File: src/rtl/fifo_wr_packer.sv
// Packs IN_BITS lanes into {last, count, data} async-FIFO entries; idle partial words flush after FLUSH_CYCLES.
// Latency: 1 cycle from completing lane to p_write_en; a full FIFO with a loaded holding register stalls s_ready.
module fifo_wr_packer #(
    parameter int IN_BITS      = 8,
    parameter int LANES        = 4,
    parameter int FLUSH_CYCLES = 16,
    localparam int CNT_W       = $clog2(LANES) + 1,
    localparam int OUT_BITS    = 1 + CNT_W + LANES * IN_BITS
) (
    input  logic                write_clk,
    input  logic                write_rst_n,
    input  logic                s_valid,
    output logic                s_ready,
    input  logic [IN_BITS-1:0]  s_data,
    input  logic                s_last,
    output logic                p_write_en,
    output logic [OUT_BITS-1:0] p_write_data,
    input  logic                p_write_full,
    output logic                o_busy,
    output logic [15:0]         o_word_count
);

    localparam int IDX_W = $clog2(LANES);
    localparam int DAT_W = LANES * IN_BITS;
    localparam int TMR_W = (FLUSH_CYCLES > 0) ? $clog2(FLUSH_CYCLES + 1) : 1;
    localparam logic [IDX_W-1:0] LAST_IDX = IDX_W'(LANES - 1);
    localparam logic [TMR_W-1:0] FLUSH_T  = TMR_W'(FLUSH_CYCLES);

    if (LANES < 2 || (LANES & (LANES - 1)) != 0) begin : g_lanes_check
        $fatal(1, "fifo_wr_packer: LANES must be a power of two and at least 2");
    end

    logic [IDX_W-1:0]    idx;
    logic [TMR_W-1:0]    timer;
    logic [DAT_W-1:0]    acc_dat;
    logic                hold_valid;
    logic [OUT_BITS-1:0] hold_dat;
    logic [15:0]         word_count;

    logic                accept;
    logic                drain;
    logic                hold_free;
    logic                complete;
    logic                flush;
    logic [DAT_W-1:0]    acc_merged;
    logic [OUT_BITS-1:0] complete_word;
    logic [OUT_BITS-1:0] flush_word;

    assign s_ready      = !hold_valid || !p_write_full;
    assign drain        = hold_valid && !p_write_full;
    assign p_write_en   = drain;
    assign p_write_data = hold_dat;
    assign o_busy       = (idx != '0) || hold_valid;
    assign o_word_count = word_count;

    assign accept    = s_valid && s_ready;
    assign hold_free = !hold_valid || drain;
    assign complete  = accept && ((idx == LAST_IDX) || s_last);

    // An accepted lane always wins over the flush, so the two never coincide.
    assign flush = (FLUSH_CYCLES != 0) && !accept && (idx != '0)
                   && (timer == FLUSH_T) && hold_free;

    always_comb begin
        acc_merged = acc_dat;
        acc_merged[idx * IN_BITS +: IN_BITS] = s_data;
    end

    assign complete_word = {s_last, CNT_W'(idx) + CNT_W'(1), acc_merged};
    assign flush_word    = {1'b0, CNT_W'(idx), acc_dat};

    // Accumulator: unused lanes stay zero because it is cleared whenever a word leaves.
    always_ff @(posedge write_clk or negedge write_rst_n) begin
        if (!write_rst_n) begin
            idx     <= '0;
            acc_dat <= '0;
        end else if (accept) begin
            if (complete) begin
                idx     <= '0;
                acc_dat <= '0;
            end else begin
                idx     <= idx + IDX_W'(1);
                acc_dat <= acc_merged;
            end
        end else if (flush) begin
            idx     <= '0;
            acc_dat <= '0;
        end
    end

    // Idle timer saturates at FLUSH_T so a blocked flush fires as soon as the holding register frees.
    always_ff @(posedge write_clk or negedge write_rst_n) begin
        if (!write_rst_n) begin
            timer <= '0;
        end else if (accept || flush || (idx == '0)) begin
            timer <= '0;
        end else if (timer != FLUSH_T) begin
            timer <= timer + TMR_W'(1);
        end
    end

    always_ff @(posedge write_clk or negedge write_rst_n) begin
        if (!write_rst_n) begin
            hold_valid <= 1'b0;
            hold_dat   <= '0;
        end else if (complete) begin
            hold_valid <= 1'b1;
            hold_dat   <= complete_word;
        end else if (flush) begin
            hold_valid <= 1'b1;
            hold_dat   <= flush_word;
        end else if (drain) begin
            hold_valid <= 1'b0;
        end
    end

    always_ff @(posedge write_clk or negedge write_rst_n) begin
        if (!write_rst_n) begin
            word_count <= '0;
        end else if (drain && (word_count != 16'hFFFF)) begin
            word_count <= word_count + 16'd1;
        end
    end

endmodule

File: config.mk
export PLATFORM = sky130hd
export DESIGN_NAME = fifo_wr_packer
export DESIGN_NICKNAME = d
export VERILOG_FILES = /design/src/rtl/fifo_wr_packer.sv
export SDC_FILE = /design/constraint.sdc
export NUM_CORES = 1
export LEC_CHECK = 0
export CELL_PAD_IN_SITES_DETAIL_PLACEMENT = 0
export CELL_PAD_IN_SITES_GLOBAL_PLACEMENT = 1
export CORE_MARGIN = 2
export CORE_UTILIZATION = 47
export CTS_BUF_LIST = sky130_fd_sc_hd__clkbuf_4 sky130_fd_sc_hd__clkbuf_8
export CTS_CLUSTER_SIZE = 40
export DETAILED_ROUTE_END_ITERATION = 10
export HOLD_SLACK_MARGIN = 0.03
export PLACE_DENSITY_LB_ADDON = 0.1
export SLEW_MARGIN = 20
export SYNTH_ARGS = -nofsm -noshare
export SYNTH_HDL_FRONTEND = slang
export SYNTH_SLANG_ARGS = --single-unit
File: constraint.sdc
create_clock -name write_clk -period 4.7 [get_ports write_clk]
set_input_delay 1.175 -clock write_clk [delete_from_list [all_inputs] [get_ports write_clk]]
set_output_delay 1.175 -clock write_clk [all_outputs]
set_load 0.05 [all_outputs]
[Word level (Yosys, flattened, before mapping)]
Cells that the tools add are included.
Operators by class
  add/sub/neg operators: 5
  eq/ne operators: 4
  shift operators: 2
  muxes and demuxes: 14
  reduce and logical (&&, ||, !) cells: 22
Operators by type and width (number)
  two-way mux 32 bit: 3
  two-way mux 36 bit: 2
  negator 5 -> 34 bit: 1
  variable shift 8 x 34 -> 32 bit, first input constant: 1
  indexed part select 8 x 34 -> 32 bit: 1
  bitwise mux 32 bit: 1
  adder 16 x 1 -> 16 bit, second input constant: 1
  inequality test 16 bit, second input constant: 1
  two-way mux 5 bit: 2
  nonzero test 2 bit: 4
  logical AND 1 bit: 7
  logical OR 1 bit: 6
  two-way mux 2 bit: 3
  adder 5 x 1 -> 5 bit, second input constant: 1
  equality test 5 bit, second input constant: 1
  inequality test 5 bit, second input constant: 1
  adder 2 x 1 -> 3 bit, second input constant: 1
  zero test 1 bit: 3
  two-way mux 1 bit: 3
  nonzero test 3 bit: 1
  adder 2 x 1 -> 2 bit, second input constant: 1
  equality test 2 bit, second input constant: 1
  zero test 2 bit: 1
Storage, ports and cells
  bits in registers: 92
  logic and storage cells: 53

[Longest topological paths before layout]
Gate-level depths: netlist of run 1.
  depth in word-level cells: 10
  gate-level depth with buffers: 8
  gate-level depth less buffers: 7

[Worst setup path after synthesis of run 1]
OpenSTA, ideal clock, no wires.
  path kind: input port to output port
  start point: in p_write_full
  end point: out p_write_en
  arrival time: 1.947 ns
  path slack: 1.578 ns
  cell stages on the path: 1
  buffers on the path: 0
  cells stage by stage: nor2b_1
On the way
  word-level cells in the longest chain between the ends: 2
RTL lines
  start, declared: line 18  | input logic p_write_full,
  zero test 1 bit: line 50  | assign drain = hold_valid && !p_write_full;
  logical AND 1 bit: line 50
  end, declared: line 16  | output logic p_write_en,
Every way passes these cells.

[Worst setup path after layout of run 1]
Ends and elaborated chain as after synthesis.

==> Flow_metrics.wiki, run 1 <==
{| class="wikitable"
! Metric !! Value
|-
| P per Cell Area || 421 mW/mm2
|-
| Cell leakage power || 0.00224 uW
|-
| Net switching power || 858 uW
|-
| Setup violation total in the final timing report || 0
|-
| Share of final-layout standard cells stronger than drive strength 1 || 0.0863
|-
| Clock power frac || 0.235
|-
| Unrepaired setup endpoints after global routing || false
|-
| Critical Path End || p_write_en
|-
| Diodes inserted || 0
|-
| Residual antenna-violating net count after detailed routing || 0
|-
| Worst slew pin tran || 859 ps
|-
| Logic gate share of total power || 0.334
|-
| Highest attainable clock frequency || 252 MHz
|-
| Clock transition at path regs || 90 ps
|-
| Most used flip-flop cell after synthesis || dfrtp_1
|-
| Core Area || 0.00906 mm2
|-
| Clock tree buffer depth || 2
|-
| Via count of the first global-routing pass || 3273
|-
| Required time at the worst-slack endpoint || 3520 ps
|-
| Final nets || 470
|-
| Mean cell area of the mapped netlist || 11.4 um2
|-
| Maximum net fanout on the critical path || 5
|-
| Final critical-path required period || 3960 ps
|-
| Global-route wire length before repair || 17400 um
|-
| Min-Delay Path Class || flip-flop to flip-flop
|-
| Switch share || 0.385
|-
| Total via count after detailed routing || 3258
|-
| Iteration-0 DRC Markers || 162
|-
| Post-route core utilization || 0.584
|-
| Count of standard-cell rows || 35
|-
| Drt via density || 5.79
|-
| Gr usage total || 0.223
|-
| Number of distinct standard cells referenced by the synthesized netlist || 50
|-
| Worst-case vdd ir drop || 0.191 mV
|-
| Sum of overflow across all layers after global routing || 0
|-
| Routed Wire Length || 10600 um
|-
| Buffers inserted during post-CTS setup optimization || 0
|-
| Overall die area || 0.00999 mm2
|-
| Routed wire per std cell || 18.7 um
|-
| Reg-to-reg endpoint || p_write_data[32]
|-
| Category of the most critical setup path || primary input to output port
|-
| Die Height || 100 um
|-
| Starting density of the core || 0.477
|-
| Max-slew violation count || 0
|-
| Clock latency on the worst-skew pair || 370 ps
|-
| Router iterations before antenna repair || 4
|-
| FF+latch count, synth || 92
|-
| H-tree level count || 3
|-
| Clock Tree Root || clkbuf_8
|-
| Worst setup EP type || output port
|-
| Cell area after technology mapping || 0.00433 mm2
|-
| Result of the run || finished clean
|-
| Worst clock skew || 16.0 ps
|-
| Pint || 1370 uW
|-
| Synthesized net count || 404
|-
| Final hold violations || 0
|-
| Number of clock sinks seen by CTS || 92
|-
| DRC Markers || 0
|-
| Number of synthesized flops with an enable pin || 0
|-
| Slew HR || 0.427
|-
| Die width || 100 um
|-
| Cell count after synthesis || 381
|-
| Proportion of register bits with asynchronous set or reset after synthesis || 1.00
|-
| Kind of launch point of the worst setup path || primary input
|-
| Buffers added on ports || 67
|-
| Resized cells post-CTS || 0
|-
| Sequential share of the synthesized area || 0.532
|-
| DP HPWL || 6730 um
|-
| Worst reg-to-reg setup slack || 1970 ps
|-
| Growth of design area from synthesis to finish || 22.3%
|-
| Share of the clock period used by the worst path || 0.844
|-
| Number of warnings reported in the yosys synthesis log || 0
|-
| TritonCTS buffer count || 9
|-
| Final total negative setup slack || 0 ps
|-
| Initial antenna violation count || 0
|-
| Clock tree from TritonCTS || done
|-
| Largest net degree at the start of global routing || 69
|-
| CTS Hold Buffers Added || 0
|-
| Power share of the sequential group || 0.431
|-
| Arrival time worst endpoint || 2790 ps
|-
| Launch instance of the worst register-to-register path || idx[0]
|-
| Max-cap violation count || 0
|-
| Routability cong. || 0.820
|-
| Worst-case reg-to-reg path depth || 7
|-
| I/O pin total || 68
|-
| Worst setup startpoint || p_write_full
|}
==> through the flow <==
stage | instance area, um2 | power [uW] | worst slack (ps) | cells | hold WS, ps
after global placement | 5100 | 1710 | 809 | 547 | 486
after floorplan | 4330 | 1460 | 1580 | 381 | 470
after CTS | 5290 | 2240 | 763 | 563 | 512
after detailed placement | 5100 | 1720 | 772 | 547 | 494
final | 5290 | 2230 | 736 | 563 | 511
after global routing | 5290 | 2340 | 677 | 563 | 530
==> placed cells by master (no fill, tap or decap), types with 10 or more instances in the layout <==
master            n
clkbuf_8         12
clkdlybuf4s50_1  66
xnor2_1          14
nor2b_1          31
dfrtp_1          92
ha_1             10
nand2_1          13
a221o_1          33
nor2_1           36
o2bb2ai_1        27
a21oi_1          31
==> critical path: stages <==
cell,delay [ps]
clkdlybuf4s50_1,480
nor2b_1,280
clkdlybuf4s50_1,860
==> per-layer routing <==
metal	wire length, um	share of wire	GRT usage
met1	5160	0.49	0.335
met2	4770	0.45	0.333
met3	461	0.044	0.0306
met4	163	0.015	0.0801
met5	0	0	0
==> worst min-delay path by stage <==
stage,startpoint,endpoint,slack [ps],cells after the start
floorplan,acc_dat[0],acc_dat[0],470,1
finish,o_word_count[15],o_word_count[15],510,1
global placement,acc_dat[6],acc_dat[6],490,1
detailed placement,acc_dat[22],acc_dat[22],490,1
global route,acc_dat[24],acc_dat[24],530,1
CTS,o_word_count[15],o_word_count[15],510,1
==> cells by family (layout without fill, tap and decap cells) <==
family / count (synthesis) / count (layout) / synth area share
flops: 92 / 92 / 0.532
compound gates: 108 / 108 / 0.199
fa+ha+maj: 10 / 10 / 0.0289
xor+xnor: 17 / 17 / 0.0344
mux: 2 / 2 / 0.00607
buf+inv: 27 / 98 / 0.0289
simple gates: 125 / 125 / 0.171
==> cell type report <==
type                            instances  area (um2)
Clock buffer                           12         165
Tap cell                              111         139
Inverter                                7        26.3
Clock inverter                          4        32.5
Sequential cell                        92        2300
Timing Repair Buffer                   75         728
Multi-Input combinational cell        262        1900
Fill cell                             778        3770
==> power groups by stage <==
| stage | Sequential (uW) | Clock, uW | Combinational [uW] |
|---|---|---|---|
| after floorplan | 1170 | 0 | 285 |
| after global placement | 976 | 0 | 739 |
| after detailed placement | 976 | 0 | 747 |
| after CTS | 962 | 530 | 749 |
| after global routing | 977 | 575 | 790 |
| final | 961 | 523 | 743 |
==> cells in the mapped netlist (2+ instances only) <==
master	n	area [um2]
a21oi_1	31	155
a221o_1	33	330
a22o_1	7	61.3
and2_1	5	31.3
buf_2	13	65.1
clkbuf_1	6	22.5
dfrtp_1	92	2300
ha_1	10	125
inv_1	6	22.5
nand2_1	13	48.8
nand3_1	8	40.0
nand4_1	7	43.8
nor2_1	36	135
nor2b_1	31	194
nor3_1	3	15.0
nor4_1	2	12.5
nor4bb_1	3	30.0
o21a_1	2	15.0
o2bb2ai_1	27	236
xnor2_1	14	123
xor2_1	3	26.3
==> sequential cells by signal (all words and copies together), names as in the netlist <==
register      count
p_write_data     36
acc_dat          32
o_word_count     16
timer             5
idx               2
hold_valid        1
No activity file was read; power rests on OpenSTA's default activity.
==> inputs of run 2 (changes only) <==
Settings changed: CORE_UTILIZATION 47 to 44.
Clock period 4.7 ns to 4.1 ns, I/O delays scaled along.
==> Flow_metrics.wiki, run 2 (synthesis results as in run 1) <==
{| class="wikitable"
! Metric !! Value
|-
| Worst-case vdd ir drop || 0.273 mV (+42%)
|-
| Clock transition at path regs || 90 ps (about the same)
|-
| Minimum setup slack in the final design || 446 ps (-289 ps)
|-
| Highest attainable clock frequency || 274 MHz
|-
| Iteration-0 DRC Markers || 139 (-14%)
|-
| Cell family contributing the most delay on the critical path || buffers and inverters
|-
| Via count of the first global-routing pass || 3197 (-2.3%)
|-
| CP peak stage delay || 860 ps (about the same)
|-
| Final critical-path required period || 3650 ps
|-
| Slew HR || 0.396 (-0.0311)
|-
| Number of filler instances in the final layout || 858 (+10%)
|-
| Result of the run || finished clean
|-
| Critical Path Most Common Cell || clkdlybuf4s50_1
|-
| Launch instance of the worst register-to-register path || idx[0]
|-
| Core Area || 0.00964 mm2 (+6.3%)
|-
| Final total negative setup slack || 0 ps (unchanged)
|-
| Worst Hold End || acc_dat[6]
|-
| Clock tree buffer depth || 2 (unchanged)
|-
| Drt via density || 5.55 (-4.2%)
|-
| Top library cells by usage in the layout, fill and taps aside || 92 x dfrtp_1, 66 x clkdlybuf4s50_1, 36 x nor2_1
|-
| Largest net degree at the start of global routing || 73 (+5.8%)
|-
| Share of final-layout standard cells stronger than drive strength 1 || 0.0883 (+0.00202)
|-
| Hold Path Stages || 1 (unchanged)
|-
| Reg-to-reg endpoint || p_write_data[32]
|-
| DRC Markers || 0 (unchanged)
|-
| TritonCTS buffer count || 9 (unchanged)
|-
| Clock tree from TritonCTS || done
|-
| Routed Wire Length || 10600 um (+0.85%)
|-
| Routed wire per std cell || 18.2 um (-3.1%)
|-
| Overall die area || 0.0106 mm2 (+6.5%)
|-
| Routability cong. || 0.753 (-8.2%)
|-
| Die Height || 103 um (+3.2%)
|-
| Arrival time worst endpoint || 2630 ps (-160 ps)
|-
| Gr usage total || 0.213 (-0.00993)
|-
| Max-slew violation count || 0 (unchanged)
|-
| Buffers inserted during post-CTS setup optimization || 0 (unchanged)
|-
| Start point of the worst min-delay path || acc_dat[6]
|-
| Count of placed standard cells in the final layout, fillers left out || 586 (+4.1%)
|-
| Category of the most critical setup path || primary input to output port
|-
| Buffers added on ports || 67 (unchanged)
|-
| Final Cell Area || 0.00533 mm2 (+0.71%)
|-
| Unrepaired setup endpoints after global routing || false
|-
| CTS Hold Buffers Added || 0 (unchanged)
|-
| Sum of overflow across all layers after global routing || 0 (unchanged)
|-
| Buffering stage count on the worst path with inverters included || 2 (unchanged)
|-
| Cell leakage power || 0.00224 uW (+0.16%)
|-
| Clock Tree Root || clkbuf_8
|-
| Starting density of the core || 0.449 (-0.0284)
|-
| Placement-stage cell area || 0.00514 mm2 (+0.93%)
|-
| Clock latency on the worst-skew pair || 350 ps (-20 ps)
|-
| Instance count after placement with tap cells included || 570 (+4.2%)
|-
| Final hold violations || 0 (unchanged)
|-
| Total via count after detailed routing || 3250 (-0.25%)
|-
| Slowest library cell on the worst path || clkdlybuf4s50_1
|-
| Worst slew pin tran || 906 ps (+46.7 ps)
|-
| Max-cap violation count || 0 (unchanged)
|-
| Worst setup slack after placement || 441 ps (-331 ps)
|-
| Number of clock sinks seen by CTS || 92 (unchanged)
|-
| Worst setup EP type || output port
|-
| Resized cells post-CTS || 0 (unchanged)
|-
| Maximum net fanout on the critical path || 5 (unchanged)
|-
| Kind of launch point of the worst setup path || primary input
|-
| Global-route wire length before repair || 17200 um (-0.91%)
|-
| I/O pin total || 68 (unchanged)
|-
| Min-Delay Path Class || flip-flop to flip-flop
|-
| Max FFs per register || 36 (unchanged)
|-
| Setup violation total in the final timing report || 0 (unchanged)
|-
| Worst clock skew || 8.50 ps (-7.55 ps)
|-
| Router iterations before antenna repair || 4 (unchanged)
|-
| Share of the clock period used by the worst path || 0.891
|-
| H-tree level count || 3 (unchanged)
|-
| Final nets || 471 (+0.21%)
|-
| Worst path cell trace || clkdlybuf4s50_1, nor2b_1, clkdlybuf4s50_1
|-
| Growth of design area from synthesis to finish || 23.2%
|-
| Required time at the worst-slack endpoint || 3070 ps (-450 ps)
|-
| Most common cell after layout, fill and taps aside || dfrtp_1
|-
| Residual antenna-violating net count after detailed routing || 0 (unchanged)
|-
| Diodes inserted || 0 (unchanged)
|-
| Initial antenna violation count || 0 (unchanged)
|-
| Die width || 103 um (+3.2%)
|-
| DP HPWL || 6900 um (+2.5%)
|-
| Worst-case reg-to-reg path depth || 7 (unchanged)
|-
| Worst reg-to-reg setup slack || 1610 ps (-360 ps)
|-
| Count of standard-cell rows || 36 (+2.9%)
|-
| P per Cell Area || 478 mW/mm2 (+14%)
|}
==> run 2: cell types whose count changed in the layout (fill, tap and decap cells not counted), sizes merged <==
cell | before | now
clkinvlp | 2 | 3
buf | 9 | 10
clkbuf | 12 | 11
==> run 2: through the flow <==
step           utilization  hold slack (ps)  power [uW]
2_1_floorplan            -              470        1670
3_3_place_gp         0.534              484        1980
3_5_place_dp         0.534              494        1990
4_1_cts              0.553              515        2580
5_1_grt              0.553              522        2680
6_report             0.553              508        2550
==> run 2: cell type report <==
cell class                 count  area (um2)  share of cell area
tap                          133         166              0.0312
clock inverter                 5        36.3             0.00681
multi-input combinational    262        1900               0.356
timing repair buffer          76         748               0.140
sequential                    92        2300               0.432
inverter                       7        26.3             0.00493
clock buffer                  11         151              0.0284
==> run 2: worst max path at each step <==
stage,from,end,depth (start not counted)
detailed placement,p_write_full,p_write_en,3
finish,p_write_full,p_write_en,3
floorplan,p_write_full,p_write_en,1
global placement,p_write_full,p_write_en,3
global route,p_write_full,p_write_en,3
CTS,p_write_full,p_write_en,3
==> run 2: power by group <==
part           total, uW  internal [uW]  switching, uW
Clock                579            254            325
Combinational        867            299            568
Sequential          1110           1000            101
Total               2550           1560            995
==> run 2: per-layer routing <==
metal / wire, um / GRT usage
met4: 110 / 0.0607
met1: 5250 / 0.324
met2: 4850 / 0.322
met3: 431 / 0.0282
met5: 0 / 0
==> inputs of run 3 (changes only) <==
Settings changed: CORE_ASPECT_RATIO set to 2.
==> Flow_metrics.wiki, run 3 (synthesis results as in run 1) <==
{| class="wikitable"
! Metric !! Value
|-
| DP HPWL || 7640 um (+11%)
|-
| Clock tree from TritonCTS || done
|-
| Resized cells post-CTS || 0 (unchanged)
|-
| Most common cell after layout, fill and taps aside || dfrtp_1
|-
| Routability cong. || 0.769 (+2.2%)
|-
| Routed wire per std cell || 18.9 um (+4.0%)
|-
| Buffers added on ports || 67 (unchanged)
|-
| Launch instance of the worst register-to-register path || idx[0]
|-
| Sum of overflow across all layers after global routing || 0 (unchanged)
|-
| Die Height || 144 um (+40%)
|-
| Residual antenna-violating net count after detailed routing || 0 (unchanged)
|-
| Post-route core utilization || 0.556 (+0.00294)
|-
| Worst Hold End || o_word_count[15]
|-
| FF+latch area || 0.00230 mm2 (unchanged)
|-
| Final nets || 473 (+0.42%)
|-
| Via count of the first global-routing pass || 3330 (+4.2%)
|-
| Final hold violations || 0 (unchanged)
|-
| Drt via density || 5.67 (+2.2%)
|-
| Growth of design area from synthesis to finish || 23.8%
|-
| Arrival time worst endpoint || 2620 ps (about the same)
|-
| Result of the run || finished clean
|-
| Number of clock sinks seen by CTS || 92 (unchanged)
|-
| TritonCTS buffer count || 9 (unchanged)
|-
| Worst slew pin tran || 736 ps (-170 ps)
|-
| Buffers inserted during post-CTS setup optimization || 0 (unchanged)
|-
| Total area of multi-input combinational cells || 0.00190 mm2 (unchanged)
|-
| Initial antenna violation count || 0 (unchanged)
|-
| Setup violation total in the final timing report || 0 (unchanged)
|-
| Cell leakage power || 0.00227 uW (+1.1%)
|-
| Count of standard-cell rows || 51 (+42%)
|-
| CTS Hold Buffers Added || 0 (unchanged)
|-
| Global-route wire length before repair || 18000 um (+4.5%)
|-
| Highest attainable clock frequency || 275 MHz (+0.35%)
|-
| Worst clock skew || 7.58 ps (-0.912 ps)
|-
| CP peak stage delay || 850 ps (about the same)
|-
| Critical Path Most Common Cell || clkdlybuf4s50_1
|-
| Hold Path Stages || 1 (unchanged)
|-
| Category of the most critical setup path || primary input to output port
|-
| DRC Markers || 0 (unchanged)
|-
| Iteration-0 DRC Markers || 196 (+41%)
|-
| Max FFs per register || 36 (unchanged)
|-
| Max-slew violation count || 0 (unchanged)
|-
| Overall die area || 0.0107 mm2 (+0.46%)
|-
| Maximum net fanout on the critical path || 5 (unchanged)
|-
| Worst path cell trace || clkdlybuf4s50_1, nor2b_1, clkdlybuf4s50_1
|-
| Clock latency on the worst-skew pair || 360 ps (about the same)
|-
| Die width || 74.1 um (-28%)
|-
| Start point of the worst min-delay path || o_word_count[15]
|-
| Gr usage total || 0.225 (+0.0114)
|-
| Min-Delay Path Class || flip-flop to flip-flop
|-
| Share of final-layout standard cells stronger than drive strength 1 || 0.0883 (unchanged)
|-
| Unrepaired setup endpoints after global routing || false
|-
| Final critical-path required period || 3640 ps (-12.8 ps)
|-
| H-tree level count || 3 (unchanged)
|-
| Number of filler instances in the final layout || 871 (+1.5%)
|-
| Worst-case vdd ir drop || 0.249 mV (-8.6%)
|-
| Clock transition at path regs || 80 ps (about the same)
|-
| Share of the clock period used by the worst path || 0.888 (-0.00312)
|-
| Largest net degree at the start of global routing || 57 (-22%)
|-
| Routed Wire Length || 11100 um (+3.9%)
|-
| I/O pin total || 68 (unchanged)
|-
| Total via count after detailed routing || 3315 (+2.0%)
|-
| P per Cell Area || 490 mW/mm2 (+2.5%)
|-
| Slowest library cell on the worst path || clkdlybuf4s50_1
|-
| Required time at the worst-slack endpoint || 3070 ps (about the same)
|-
| Worst setup EP type || output port
|-
| Router iterations before antenna repair || 4 (unchanged)
|-
| Clock Tree Root || clkbuf_8
|-
| Cell family contributing the most delay on the critical path || buffers and inverters
|-
| Starting density of the core || 0.449 (about the same)
|-
| Reg-to-reg endpoint || p_write_data[32]
|-
| Top library cells by usage in the layout, fill and taps aside || 92 x dfrtp_1, 66 x clkdlybuf4s50_1, 36 x nor2_1
|-
| Worst-case reg-to-reg path depth || 7 (unchanged)
|-
| Buffering stage count on the worst path with inverters included || 2 (unchanged)
|-
| Core Area || 0.00964 mm2 (about the same)
|-
| Diodes inserted || 0 (unchanged)
|-
| Kind of launch point of the worst setup path || primary input
|-
| Final total negative setup slack || 0 ps (unchanged)
|-
| Worst reg-to-reg setup slack || 1690 ps (+80 ps)
|-
| Max-cap violation count || 0 (unchanged)
|-
| Slew HR || 0.509 (+0.113)
|-
| Clock tree buffer depth || 2 (unchanged)
|}
-- run 3: metal layers --
layer / wire length [um] / global-route usage
met3: 408 / 0.0293
met2: 5870 / 0.377
met4: 216 / 0.0900
met1: 4560 / 0.289
met5: 0 / 0
-- run 3: worst max-delay path by stage --
stage | endpoint | slack [ps] | cells past startpoint | startpoint
final | p_write_en | 460 | 3 | p_write_full
after CTS | p_write_en | 470 | 3 | p_write_full
after floorplan | p_write_en | 1280 | 1 | p_write_full
after global routing | p_write_en | 400 | 3 | p_write_full
after detailed placement | p_write_en | 480 | 3 | p_write_full
after global placement | p_write_en | 510 | 3 | p_write_full
-- run 3: layout make-up --
cell class,instances,area share
Sequential cell,92,0.430
Multi-Input combinational cell,262,0.355
Timing Repair Buffer,78,0.140
Tap cell,132,0.0308
Clock buffer,12,0.0285
Clock inverter,2,0.0112
Inverter,7,0.00490
-- run 3: power by group --
group | total, uW | internal [uW] | switching (uW)
clock network | 665 | 368 | 297
registers | 1100 | 1000 | 98.2
logic | 860 | 299 | 562
total | 2630 | 1670 | 957
-- run 3: metrics by stage --
stage	total power (uW)	hold slack, ps	std cells	setup slack [ps]	area, um2
after global placement	1980	486	571	509	5140
after detailed placement	1980	491	571	478	5140
after global routing	2760	528	585	404	5360
final	2630	507	585	459	5360
after floorplan	1670	470	381	1280	4330
after CTS	2660	512	585	473	5360
